### src/rtl/mem_arbiter.sv
// mem_arbiter: shares one memory port between I-cache block fills, D-cache
// block fills and D-cache write-throughs.
//
// Ports
//   clk, rst                     clock, asynchronous active-high reset
//   i_req, i_addr                I-cache fill request and miss address
//   d_req, d_addr                D-cache fill request and miss address
//   d_wr_req, d_wr_addr/data     D-cache write-through request
//   mem_data_out, mem_data_valid memory read return
//   mem_en, mem_wr, mem_addr,
//   mem_wdata                    memory command
//   i_busy, d_busy               transaction-in-progress flags
//   fill_data                    read data forwarded to both caches
//   i_data_vld, d_data_vld       fill word strobes
//   i_done, d_done, d_wr_ack     one-cycle completion pulses
module mem_arbiter #(
    parameter int unsigned WORDS = 8
) (
    input  logic        clk,
    input  logic        rst,
    input  logic        i_req,
    input  logic [15:0] i_addr,
    input  logic        d_req,
    input  logic [15:0] d_addr,
    input  logic        d_wr_req,
    input  logic [15:0] d_wr_addr,
    input  logic [15:0] d_wr_data,
    input  logic [15:0] mem_data_out,
    input  logic        mem_data_valid,
    output logic        mem_en,
    output logic        mem_wr,
    output logic [15:0] mem_addr,
    output logic [15:0] mem_wdata,
    output logic        i_busy,
    output logic        d_busy,
    output logic [15:0] fill_data,
    output logic        i_data_vld,
    output logic        d_data_vld,
    output logic        i_done,
    output logic        d_done,
    output logic        d_wr_ack
);

    localparam logic [3:0] WordCount = 4'(WORDS);
    localparam logic [3:0] LastWord  = 4'(WORDS - 1);

    typedef enum logic [1:0] {
        StIdle,
        StIFill,
        StDFill,
        StDWrite
    } state_e;

    state_e      state_q, state_d;
    logic [3:0]  issue_cnt_q, issue_cnt_d;
    logic [3:0]  rx_cnt_q, rx_cnt_d;
    logic [11:0] base_q, base_d;
    logic [15:0] wr_addr_q, wr_addr_d;
    logic [15:0] wr_data_q, wr_data_d;

    logic in_fill;
    logic issuing;
    logic fill_vld;
    logic fill_done;

    // Valids outside a fill or past the last word are dropped entirely.
    always_comb begin
        in_fill   = (state_q == StIFill) || (state_q == StDFill);
        issuing   = in_fill && (issue_cnt_q < WordCount);
        fill_vld  = in_fill && mem_data_valid && (rx_cnt_q < WordCount);
        fill_done = fill_vld && (rx_cnt_q == LastWord);
    end

    always_ff @(posedge clk or posedge rst) begin
        if (rst) begin
            state_q     <= StIdle;
            issue_cnt_q <= '0;
            rx_cnt_q    <= '0;
            base_q      <= '0;
            wr_addr_q   <= '0;
            wr_data_q   <= '0;
        end else begin
            state_q     <= state_d;
            issue_cnt_q <= issue_cnt_d;
            rx_cnt_q    <= rx_cnt_d;
            base_q      <= base_d;
            wr_addr_q   <= wr_addr_d;
            wr_data_q   <= wr_data_d;
        end
    end

    always_comb begin
        state_d     = state_q;
        issue_cnt_d = issue_cnt_q;
        rx_cnt_d    = rx_cnt_q;
        base_d      = base_q;
        wr_addr_d   = wr_addr_q;
        wr_data_d   = wr_data_q;
        unique case (state_q)
            StIdle: begin
                issue_cnt_d = '0;
                rx_cnt_d    = '0;
                if (i_req) begin
                    state_d = StIFill;
                    base_d  = i_addr[15:4];
                end else if (d_req) begin
                    state_d = StDFill;
                    base_d  = d_addr[15:4];
                end else if (d_wr_req) begin
                    state_d   = StDWrite;
                    wr_addr_d = d_wr_addr;
                    wr_data_d = d_wr_data;
                end
            end
            StIFill, StDFill: begin
                if (issuing) begin
                    issue_cnt_d = issue_cnt_q + 4'd1;
                end
                if (fill_vld) begin
                    rx_cnt_d = rx_cnt_q + 4'd1;
                end
                if (fill_done) begin
                    state_d     = StIdle;
                    issue_cnt_d = '0;
                    rx_cnt_d    = '0;
                end
            end
            StDWrite: begin
                state_d = StIdle;
            end
            default: begin
                state_d = StIdle;
            end
        endcase
    end

    always_comb begin
        mem_en     = 1'b0;
        mem_wr     = 1'b0;
        mem_addr   = 16'h0000;
        mem_wdata  = 16'h0000;
        i_busy     = 1'b0;
        d_busy     = 1'b0;
        i_data_vld = 1'b0;
        d_data_vld = 1'b0;
        i_done     = 1'b0;
        d_done     = 1'b0;
        d_wr_ack   = 1'b0;
        unique case (state_q)
            StIdle: begin
            end
            StIFill: begin
                i_busy     = 1'b1;
                mem_en     = issuing;
                mem_addr   = issuing ? {base_q, issue_cnt_q[2:0], 1'b0} : 16'h0000;
                i_data_vld = fill_vld;
                i_done     = fill_done;
            end
            StDFill: begin
                d_busy     = 1'b1;
                mem_en     = issuing;
                mem_addr   = issuing ? {base_q, issue_cnt_q[2:0], 1'b0} : 16'h0000;
                d_data_vld = fill_vld;
                d_done     = fill_done;
            end
            StDWrite: begin
                d_busy    = 1'b1;
                mem_en    = 1'b1;
                mem_wr    = 1'b1;
                mem_addr  = wr_addr_q;
                mem_wdata = wr_data_q;
                d_wr_ack  = 1'b1;
            end
            default: begin
            end
        endcase
    end

    assign fill_data = mem_data_out;

endmodule
### config.mk
export PLATFORM = sky130hd
export DESIGN_NAME = mem_arbiter
export DESIGN_NICKNAME = d
export VERILOG_FILES = /design/src/rtl/mem_arbiter.sv
export SDC_FILE = /design/constraint.sdc
export NUM_CORES = 1
export LEC_CHECK = 0
export ABC_CLOCK_PERIOD_IN_PS = 2000
export CAP_MARGIN = 10
export CELL_PAD_IN_SITES_DETAIL_PLACEMENT = 2
export CELL_PAD_IN_SITES_GLOBAL_PLACEMENT = 2
export CORE_MARGIN = 4
export CORE_UTILIZATION = 23
export CTS_CLUSTER_SIZE = 12
export DETAILED_ROUTE_END_ITERATION = 12
export GPL_TIMING_DRIVEN = 0
export PLACE_DENSITY_LB_ADDON = 0.1
export SYNTH_ARGS = -nofsm -noshare
export SYNTH_HDL_FRONTEND = slang
export SYNTH_SLANG_ARGS = --single-unit
### constraint.sdc
create_clock -name clk -period 2 [get_ports clk]
set_input_delay 0.4 -clock clk [delete_from_list [all_inputs] [get_ports clk]]
set_output_delay 0.4 -clock clk [all_outputs]
set_load 0.01 [all_outputs]
# After elaboration in Yosys (flattened, before gate mapping)
# Index checks and enable logic that the tools add are counted.
[op_classes]
addsub = 2
order_cmp = 2
eq_ne = 8
mux = 24
bitwise_logic = 2
reduce_logical = 15
[ops]
columns = ["op", "n"]
rows = [
  ["16-bit 2-to-1 mux", 2],
  ["16-bit one-hot mux with 2 select lines", 1],
  ["12-bit 2-to-1 mux", 2],
  ["4-bit 2-to-1 mux", 4],
  ["4-bit one-hot mux with 2 select lines", 2],
  ["4-bit by 1-bit adder with 4-bit output, second input constant", 2],
  ["4-bit < comparator, second input constant", 2],
  ["2-bit 2-to-1 mux", 4],
  ["2-bit AND reduction", 4],
  ["1-bit 2-to-1 mux", 7],
  ["3-bit by 1-bit inequality test with 1-bit output, second input constant", 2],
  ["2-bit one-hot mux with 3 select lines", 1],
  ["2-bit equality test, second input constant", 2],
  ["4-bit by 3-bit equality test with 1-bit output, second input constant", 1],
  ["1-bit logical AND", 4],
  ["4-bit inequality test, second input constant", 1],
  ["4-bit AND reduction", 1],
  ["2-bit nonzero test", 2],
  ["2-bit OR reduction", 2],
  ["2-bit by 1-bit equality test with 1-bit output, second input constant", 1],
  ["2-bit logical NOT", 1],
  ["2-bit by 1-bit inequality test with 1-bit output, second input constant", 1],
  ["1-bit inverter", 2],
  ["1-bit one-hot mux with 2 select lines", 1],
  ["1-bit logical OR", 1],
]
[word_totals]
regBits = 54

# Depth between registers and ports, before layout
# Gate-level depths: netlist of the first run.
[logic_depth]
ltp_word = 7
ltp_mapped = 7
depth_no_buf = 5

# Least setup slack after synthesis of the first run
# No wires, ideal clock.
[synth_path]
path_type = "register -> output"
from = "register state_q[0]"
to = "output mem_addr[10]"
arrival_time_ps = 1470
setup_slack_ps = 130
stages_incl_launch_ff = 8
n_path_buf = 2
path_cell_list = "dfrtp_1 > inv_1 > ha_1 > nor2b_1 > buf_2 > buf_2 > a22oi_1 > nor2_1"
[synth_via]
elab_chain_len = 5
[synth_rtl]
columns = ["element", "line_no", "rtl"]
rows = [
  ["start, declared", "54", "state_e state_q, state_d;"],
  ["start signal, assigned", "76", "state_q <= StIdle;"],
  ["start signal, assigned", "83", "state_q <= state_d;"],
  ["2-bit by 1-bit equality test with 1-bit output / 2-bit equality test (equally long branches)", "68, 149", ""],
  ["1-bit logical OR", "68", "in_fill = (state_q == StIFill) || (state_q == StDFill);"],
  ["1-bit logical AND", "69", "issuing = in_fill && (issue_cnt_q < WordCount);"],
  ["16-bit 2-to-1 mux", "155, 162", ""],
  ["16-bit one-hot mux with 2 select lines *", "149", "unique case (state_q)"],
  ["end, declared", "32", "output logic [15:0] mem_addr,"],
]
# Every way passes the cells marked *; elsewhere a longest branch is shown, timed or not.

# Final worst setup path of the first run
[layout_path]
from = "register state_q[0]"
to = "output d_busy"
[layout_via]
elab_chain_len = 3
[layout_rtl]
columns = ["element", "line_no", "rtl"]
rows = [
  ["2-bit equality test", "149", ""],
  ["2-bit OR reduction (no line) *", "-", ""],
  ["1-bit 2-to-1 mux *", "149", ""],
  ["end, declared", "35", "output logic d_busy,"],
]
# Marked as above.

==> results of run 1 <==
logic make-up after synthesis:
family,count (synthesis)
simple gates,82
flops,54
mux,45
compound gates,43
buf+inv,39
fa+ha+maj,7
critical path, delay by kind of cell, from the launching register on:
| kind | cells | cell delay (ps) |
|---|---|---|
| adders and majority gates | 1 | 170 |
| buffers and inverters | 4 | 650 |
| DFF | 1 | 430 |
| and+or+nand+nor | 1 | 290 |
layer usage:
layer,GRT usage [%],share of wire [%]
met5,0,0
met2,25.5,54
met4,2.79,0.56
met1,15.5,40
met3,3.49,5.2
synthesized netlist by cell type:
library cell   n  share of area (%)
buf_4         17                4.4
or2_2          1               0.22
mux2_2        30                 12
a2bb2oi_1      1               0.31
nand4b_1       1               0.31
o2bb2a_1       1               0.35
mux2_1         2               0.78
a31oi_1        3               0.65
a221o_1        1               0.35
a22oi_1       15                3.9
nor2_1        23                3.0
o21ai_0       15                2.6
o21ai_1        1               0.17
a41oi_1        1               0.31
mux2i_1       13                4.5
inv_1          5               0.65
nand2b_1       2               0.44
nand2_1       20                2.6
buf_6          3                1.2
nor2b_1        5                1.1
nor3b_1        1               0.26
ha_1           7                3.1
nor4b_1        1               0.31
nor3_4         1               0.57
nand4_1        2               0.44
a21o_1         1               0.26
buf_2          8                1.4
nand3_1        4               0.70
a21oi_1        4               0.70
and3_1         3               0.65
clkbuf_1       6               0.78
and2_1        17                3.7
and4b_1        1               0.35
dfrtp_1       54                 47
power breakdown:
part / leakage, nW / internal, mW / switching [mW]
clock: 0.0745 / 0.505 / 0.402
sequential: 0.666 / 1.60 / 0.337
combinational: 1.31 / 1.70 / 1.53
total: 2.05 / 3.80 / 2.27
flip-flops by register name, indices dropped and copies added (netlist names):
signal and count:
base_q 12, wr_data_q 16, rx_cnt_q 4, wr_addr_q 16, issue_cnt_q 4, state_q 2
layout make-up:
cell class / instances / area, um2 / area share [%]
buffer: 33 / 304 / 6.56
clock buffer: 7 / 143 / 3.08
clock inverter: 1 / 8.76 / 0.189
inverter: 5 / 18.8 / 0.405
multi-input combinational: 177 / 1390 / 29.9
sequential: 54 / 1350 / 29.1
tap: 168 / 210 / 4.53
timing repair buffer: 131 / 1210 / 26.2
worst max path at each step:
stage	start	end	slack, ps	cells past startpoint
after floorplan	state_q[0]	mem_addr[10]	130	7
after global placement	rst	base_q[5]	-1000	2
after detailed placement	state_q[1]	mem_addr[10]	-830	6
after CTS	state_q[1]	mem_addr[5]	-300	9
after global routing	state_q[1]	mem_addr[10]	-310	7
final	state_q[0]	d_busy	-220	6
timing repair:
action                                  in CTS  in global routing
endpoints found under the setup margin      39                 37
hold endpoints to repair                     0                  0
gates cloned                                 1                  0
setup buffers                               11                  2
gates resized for setup                    174                  8
pin swaps                                    9                 11
==> out/results.tsv, run 1 <==
stage	metric	value	unit
run_status	status	finished, violations left	
run_status	failing checks	setup timing	
floorplanning	die area	0.0143	mm2
logic_synthesis	largest family of logic cells by synthesized area	multiplexers	
floorplanning	# IOs	143	
critical_path	CP arrival	1820	ps
clocking	Clock transition at path regs	70	ps
clocking	worst skew pair latency	290	ps
timing	Max Transition Viols Final	0	
drt	Avg WL per Cell	16.5	um
layout	layout cells sized above 1	35.0	%
clocking	Clock Sinks	54	
clocking	CTS max path bufs	2	
timing	Final period util	111	%
timing	Worst-Margin Slew	478	ps
global_route	vias in the first global route	2849	
timing	Setup TNS	-5320	ps
logic_synthesis	Post-Synth Adder-Cell Area	3.05	%
logic_synthesis	unique cell type count in the Yosys netlist	34	
critical_path	critical path endpoint category	primary output	
timing	Tmin final	2220	ps
drt	# DRC	0	
drt	routed vias	2510	
critical_path	CP startpoint kind	register	
logic_synthesis	Synthesis Warnings	0	
worst_hold_path	worst hold path type	input port to asynchronous set/reset pin	
run	MaxCap Viol Count	0	
layout	area grow syn2layout	61.6	%
critical_path	Worst path slowest cell	dfrtp_1	
timing	Fin. Hold Viols	0	
clocking	CTS buffer count	5	
logic_synthesis	Synth Area in Compound Gates	9.64	%
placed_design	IO Port Bufs	117	
critical_path	crit path max fanout	10	
logic_synthesis	syn avg cell area	10.6	um2
global_route	largest net degree at the start of global routing	36	
layout	# nets final	500	
timing	RSZ-0062 raised after global routing	true	
layout	Finished Layout Cells	576	
critical_path	Worst R2R End	issue_cnt_q[3]	
floorplanning	Row Count	40	
timing	final setup fails	35	
critical_path	worst reg2reg setup slack	160	ps
clocking	Root Driver	clkbuf_16	
drt	via/cell ratio	4.36	
power_and_ir_drop	total power	6.08	mW
floorplanning	starting density of the core	23.7	%
global_route	GRT Total Usage	13.6	%
critical_path	CP Cell Sequence	buf_4 > ha_4 > clkbuf_8 > clkbuf_16 > or2_2 > buf_2	
global_route	Overflow after GRT	0	
placed_design	Placed Area	0.00427	mm2
power_and_ir_drop	VDD IR-drop max	0.000431	V
logic_synthesis	syn_nets	363	
layout	Finished Cell Area	0.00464	mm2
placed_design	Place WS	-834	ps
logic_synthesis	area of the mapped netlist	0.00287	mm2
layout	fillers	1342	
logic_synthesis	Gate Count Post-Synth	270	
floorplanning	die height	120	um
layout	fin util	38.3	%
layout	Ant. Diodes	0	
global_route	initial antenna violation count	0	
placed_design	dpl hpwl	7220	um
timing	Hold WS	442	ps
logic_synthesis	simple-gate portion of the synthesized area	14.7	%
power_and_ir_drop	Lkg Pwr	2.05	nW
logic_synthesis	post-synthesis mux area share	17.1	%
logic_synthesis	Seq/Total Area, Yosys	47.1	%
drt	Total Wirelength	9490	um
critical_path	CP Data Required Time	1600	ps
critical_path	launching point of the worst reg2reg path	state_q[0]	
placed_design	GPL Wtd Cong	0.687	
drt	drt initial violations	44	
logic_synthesis	Yosys reg bits	54	
timing	Post-Route Skew	5.02	ps
critical_path	Largest stage delay, worst path	430	ps
logic_synthesis	XOR/XNOR Fraction of Synth Area	0	%
timing	worst setup margin	-220	ps
clocking	# H-tree levels	2	
layout	most frequent cells in the layout	clkdlybuf4s50_1 (77), dfrtp_1 (54), mux2_2 (30)	
power_and_ir_drop	Power per Cell Area	1310	mW/mm2
clocking	TritonCTS clock tree	done	
global_route	first-pass GRT wire length	15400	um
floorplanning	Core Region	0.0121	mm2
critical_path	CP Class	register to primary output	
layout	commonest non-fill, non-tap cell in the layout	clkdlybuf4s50_1	
critical_path	r2r worst-path depth	6	
drt	DRT antenna net count	0	
timing	Slew HR	68.1	%
clocking	cts hold-fix bufs	0	
placed_design	cell count after placement	556	
drt	number of detailed-route iterations in the first pass	4	
timing	fmax	450	MHz
floorplanning	Die Wd	120	um
Note: power is estimated with default switching activity, not from simulation.
==> inputs of run 2 (changes only) <==
RECOVER_POWER = 100   (was default)
==> out/results.tsv, run 2 (same netlist as run 1, synthesis figures left out) <==
stage	metric	value	unit	change
run_status	status	finished, violations left		
run_status	failing checks	setup timing		
critical_path	CP Cell Sequence	buf_4 > ha_4 > clkbuf_8 > clkbuf_16 > or2_2 > buf_2		
timing	Worst-Margin Slew	780	ps	+302 ps
clocking	CTS max path bufs	2		unchanged
clocking	Clock transition at path regs	70	ps	about the same
layout	fillers	1340		-0.15%
layout	layout cells sized above 1	34.6	%	-0.49 points
layout	Ant. Diodes	0		unchanged
drt	Avg WL per Cell	16.5	um	+0.33%
layout	Storage cell area	0.00135	mm2	unchanged
timing	Fin. Hold Viols	0		unchanged
placed_design	cell count after placement	556		unchanged
timing	Tmin final	2220	ps	-0.0550 ps
global_route	Overflow after GRT	0		unchanged
floorplanning	die height	120	um	unchanged
clocking	# H-tree levels	2		unchanged
worst_hold_path	worst hold path type	register to register		
global_route	vias in the first global route	2849		unchanged
layout	Finished Layout Cells	576		unchanged
drt	Total Wirelength	9530	um	+0.33%
placed_design	GPL Wtd Cong	0.687		unchanged
global_route	largest net degree at the start of global routing	36		unchanged
power_and_ir_drop	total power	6.06	mW	-0.25%
layout	commonest non-fill, non-tap cell in the layout	clkdlybuf4s50_1		
clocking	worst skew pair latency	290	ps	about the same
clocking	cts hold-fix bufs	0		unchanged
timing	Post-Route Skew	5.24	ps	+0.224 ps
floorplanning	Die Wd	120	um	unchanged
power_and_ir_drop	Power per Cell Area	1310	mW/mm2	+0.18%
critical_path	CP arrival	1820	ps	about the same
layout	most frequent cells in the layout	clkdlybuf4s50_1 (60), dfrtp_1 (54), mux2_2 (30)		
critical_path	CP Class	register to primary output		
timing	worst setup margin	-220	ps	+0.0550 ps
power_and_ir_drop	Sw Share	37.5	%	+0.11 points
power_and_ir_drop	cell-internal power	3.79	mW	-0.43%
clocking	Clock Sinks	54		unchanged
layout	# nets final	500		unchanged
global_route	GRT Total Usage	13.6	%	unchanged
critical_path	Largest stage delay, worst path	420	ps	about the same
global_route	initial antenna violation count	0		unchanged
drt	DRT antenna net count	0		unchanged
run	MaxCap Viol Count	0		unchanged
layout	Top Registers	wr_addr_q x16, wr_data_q x16, base_q x12		
layout	Multi-input gate area	0.00138	mm2	-0.45%
clocking	Root Driver	clkbuf_16		
global_route	GRT met2 Usage	25.5	%	unchanged
global_route	first-pass GRT wire length	15400	um	unchanged
critical_path	Worst path slowest cell	dfrtp_1		
power_and_ir_drop	sw power	2.27	mW	about the same
critical_path	crit path max fanout	10		unchanged
timing	RSZ-0062 raised after global routing	true		
floorplanning	starting density of the core	23.7	%	unchanged
timing	final setup fails	35		unchanged
timing	Max Transition Viols Final	0		unchanged
drt	routed vias	2519		+0.36%
layout	Finished Cell Area	0.00462	mm2	-0.43%
power_and_ir_drop	Gate power share	53.0	%	-0.2 points
timing	fmax	451	MHz	about the same
timing	Final period util	111	%	about the same
drt	# DRC	0		unchanged
floorplanning	Core Region	0.0121	mm2	unchanged
global_route	M1 GR Usage	15.5	%	unchanged
global_route	GR Util met3	3.49	%	unchanged
power_and_ir_drop	Clock power frac	15.1	%	+0.2 points
clocking	TritonCTS clock tree	done		
timing	Slew HR	47.9	%	-20 points
layout	area grow syn2layout	60.9	%	
drt	via/cell ratio	4.37		+0.36%
power_and_ir_drop	Lkg Pwr	2.05	nW	-0.23%
critical_path	critical path endpoint category	primary output		
layout	fin util	38.1	%	-0.17 points
floorplanning	Row Count	40		unchanged
floorplanning	# IOs	143		unchanged
clocking	CTS buffer count	5		unchanged
global_route	global routing's busiest layer	met2		
power_and_ir_drop	Flop pwr share	31.9	%	about the same
drt	number of detailed-route iterations in the first pass	4		unchanged
drt	drt initial violations	35		-20%
power_and_ir_drop	VDD IR-drop max	0.000432	V	+0.32%
placed_design	Placed Area	0.00427	mm2	unchanged
critical_path	CP startpoint kind	register		
critical_path	CP Data Required Time	1600	ps	about the same
placed_design	IO Port Bufs	117		unchanged
floorplanning	die area	0.0143	mm2	unchanged
placed_design	dpl hpwl	7220	um	unchanged
placed_design	Place WS	-834	ps	unchanged
run 2: changes by cell type in the layout (fill, tap and decap cells not counted), sizes merged:
cell	change
buf	-2
dlygate4sd3	+17
clkdlybuf4s50	-17
clkbuf	+2
run 2: final timing paths:
kind	startpoint	end	slack, ps	cells after the start
worst max-delay path	state_q[0]	d_busy	-220	6
worst max register to register	state_q[0]	state_q[0]	60	7
min in group asynchronous	rst	wr_data_q[11]	680	2
max in group asynchronous	rst	base_q[2]	230	3
worst min-delay path	base_q[4]	base_q[4]	490	2
worst min register to register	base_q[4]	base_q[4]	490	2
run 2: routing by layer:
metal,vias to the layer above,wire length [um]
met5,-,0
met4,0,82
met3,5,495
met2,74,5100
met1,1248,3850
li1,1192,-
run 2: cell type report:
cell class | count | share of cell area [%]
repair buffers | 131 | 26.0
well taps | 168 | 4.55
flip-flops and latches | 54 | 29.3
multi-input cells | 177 | 29.9
clock buffers | 7 | 3.09
plain buffers | 33 | 6.56
inverters | 5 | 0.407
clock inverters | 1 | 0.190
run 2: metrics by stage:
stage                     TNS [ps]  hold WS [ps]
after floorplan                  0           451
after global placement      -78550           465
after detailed placement    -26350           476
after CTS                    -6280           458
after global routing        -10410           524
final                        -5340           492
run 2: what timing repair did:
item | CTS | global route
endpoints found under the hold margin | 0 | 0
buffers inserted | 11 | 2
endpoints found under the setup margin | 39 | 37
resized for setup | 174 | 8
cloned | 1 | 0
pin swaps | 9 | 11
run 2: worst max-delay path, delay by kind of cell (launching register included):
family        cells  cell delay, ps
flops             1             420
buf+inv           4             650
simple gates      1             290
fa+ha+maj         1             170
run 2: power groups by stage:
stage	Sequential, mW	Combinational (mW)	Clock [mW]
2_1_floorplan	1.82	1.58	0
3_3_place_gp	1.89	2.74	0
3_5_place_dp	1.93	2.82	0
4_1_cts	1.94	3.35	0.949
5_1_grt	2.02	3.57	0.989
6_report	1.93	3.21	0.916
==> inputs of run 3 (changes only) <==
ABC_CLOCK_PERIOD_IN_PS = 2100   (was 2000)
clock period = 2.1 ns   (was 2 ns; I/O delays follow)
==> out/results.tsv, run 3 (same netlist as run 1, synthesis figures left out) <==
stage	metric	value	unit	change
layout	Multi-input gate area	0.00140	mm2	+1.1%
drt	number of detailed-route iterations in the first pass	4		unchanged
layout	most frequent cells in the layout	clkdlybuf4s50_1 (58), dfrtp_1 (54), mux2_2 (30)		
drt	routed vias	2547		+1.1%
layout	Storage cell area	0.00135	mm2	unchanged
critical_path	CP Class	register to primary output		
timing	worst setup margin	-134	ps	+85.2 ps
global_route	global routing's busiest layer	met2		
layout	Finished Cell Area	0.00468	mm2	+1.4%
global_route	GRT met2 Usage	26.2	%	+0.71 points
timing	Fin. Hold Viols	0		unchanged
global_route	largest net degree at the start of global routing	36		unchanged
timing	fmax	448	MHz	
critical_path	WP buf/inv	3		-1
clocking	cts hold-fix bufs	0		unchanged
floorplanning	die area	0.0143	mm2	unchanged
critical_path	crit path max fanout	5		-5
power_and_ir_drop	Lkg Pwr	2.10	nW	+2.5%
layout	fillers	1338		-0.15%
timing	final setup fails	31		-11%
global_route	vias in the first global route	2879		+1.1%
clocking	CTS buffer count	5		unchanged
floorplanning	Row Count	40		unchanged
global_route	M1 GR Usage	15.5	%	+0.059 points
clocking	Clock Sinks	54		unchanged
drt	Total Wirelength	9720	um	+2.0%
drt	# DRC	0		unchanged
critical_path	critical path endpoint category	primary output		
timing	Worst-Margin Slew	780	ps	+0.123 ps
drt	drt initial violations	42		+20%
run_status	failing checks	setup timing		
floorplanning	die height	120	um	unchanged
placed_design	Placed Area	0.00427	mm2	unchanged
clocking	Clock transition at path regs	70	ps	about the same
timing	Tmin final	2230	ps	
layout	area grow syn2layout	63.2	%	
timing	Hold WS	503	ps	+11.8 ps
global_route	GRT Total Usage	13.8	%	+0.22 points
global_route	GR Util met3	3.49	%	unchanged
layout	layout cells sized above 1	35.5	%	+0.96 points
floorplanning	# IOs	143		unchanged
drt	via/cell ratio	4.40		+0.59%
clocking	TritonCTS clock tree	done		
global_route	Overflow after GRT	0		unchanged
global_route	first-pass GRT wire length	15600	um	+1.2%
critical_path	CP Data Required Time	1680	ps	+80 ps
critical_path	CP Cell Sequence	inv_2 > ha_4 > nor2b_4 > buf_4 > a22oi_2 > nor2_1 > buf_2		
run	MaxCap Viol Count	0		unchanged
layout	# nets final	503		+0.60%
drt	Avg WL per Cell	16.8	um	+1.5%
critical_path	CP startpoint kind	register		
timing	Slew HR	47.9	%	about the same
clocking	CTS max path bufs	2		unchanged
critical_path	Worst path slowest cell	dfrtp_1		
timing	Post-Route Skew	6.19	ps	+0.947 ps
clocking	Root Driver	clkbuf_16		
drt	DRT antenna net count	0		unchanged
layout	Ant. Diodes	0		unchanged
floorplanning	Core Region	0.0121	mm2	unchanged
global_route	initial antenna violation count	0		unchanged
worst_hold_path	worst hold path type	register to register		
layout	commonest non-fill, non-tap cell in the layout	clkdlybuf4s50_1		
critical_path	critical path's top delay family	flip-flops		
placed_design	IO Port Bufs	117		unchanged
floorplanning	Die Wd	120	um	unchanged
floorplanning	starting density of the core	23.7	%	unchanged
placed_design	dpl hpwl	7220	um	unchanged
timing	Final period util	106	%	
clocking	worst skew pair latency	290	ps	about the same
timing	Max Transition Viols Final	0		unchanged
placed_design	GPL Wtd Cong	0.687		unchanged
timing	RSZ-0062 raised after global routing	true		
power_and_ir_drop	Power per Cell Area	1260	mW/mm2	-3.9%
layout	Top Registers	wr_addr_q x16, wr_data_q x16, base_q x12		
power_and_ir_drop	VDD IR-drop max	0.000367	V	-15%
clocking	# H-tree levels	2		unchanged
critical_path	Largest stage delay, worst path	420	ps	about the same
critical_path	CP arrival	1810	ps	about the same
run_status	status	finished, violations left		
## run 3: power by group
part / internal (mW) / switching [mW]
registers: 1.52 / 0.328
logic: 1.68 / 1.50
clock network: 0.481 / 0.391
## run 3: worst reg2reg max path, stage by stage (launching register included)
cell and delay, ps:
dfrtp_1 420, inv_2 80, ha_4 280, buf_4 110, buf_4 100, clkbuf_1 400, nand2_1 270, o2bb2a_1 320
## run 3: cell type report
class | instances | area share (%)
multi-input combinational | 177 | 29.8
inverter | 5 | 0.401
buffer | 33 | 6.71
clock buffer | 7 | 3.05
clock inverter | 1 | 0.187
timing repair buffer | 134 | 26.5
tap | 168 | 4.49
sequential | 54 | 28.9
## run 3: metal layers
metal,up-vias,share of wire [%]
met5,-,0
met4,0,0.76
met3,6,5.1
met2,75,54
met1,1271,40
li1,1195,-
## run 3: stage by stage
stage	setup WS (ps)	std cells	TNS, ps	power, mW	util, %
6_report	-134	579	-2520	5.91	38.7
5_1_grt	-245	579	-5470	6.39	38.7
4_1_cts	-223	577	-3650	6.02	38.6
3_5_place_dp	-754	556	-21260	4.53	35.3
3_3_place_gp	-920	555	-70080	4.41	35.1
2_1_floorplan	210	270	0	3.24	-
## run 3: timing repair
| item | CTS | global route |
|---|---|---|
| pin swaps | 12 | 12 |
| setup buffers | 11 | 5 |
| gates cloned | 2 | 0 |
| resized for setup | 173 | 15 |
| endpoints found under the setup margin | 38 | 37 |
## run 3: final timing paths
| path | to | cells after the start | slack, ps | from |
|---|---|---|---|---|
| worst max-delay path | mem_addr[7] | 7 | -130 | state_q[0] |
| worst min-delay path | base_q[2] | 2 | 500 | base_q[2] |
| worst max register to register | state_q[0] | 7 | 80 | state_q[0] |
| worst min register to register | base_q[2] | 2 | 500 | base_q[2] |
| max in group asynchronous | wr_addr_q[12] | 3 | 310 | rst |
| min in group asynchronous | wr_data_q[11] | 2 | 700 | rst |
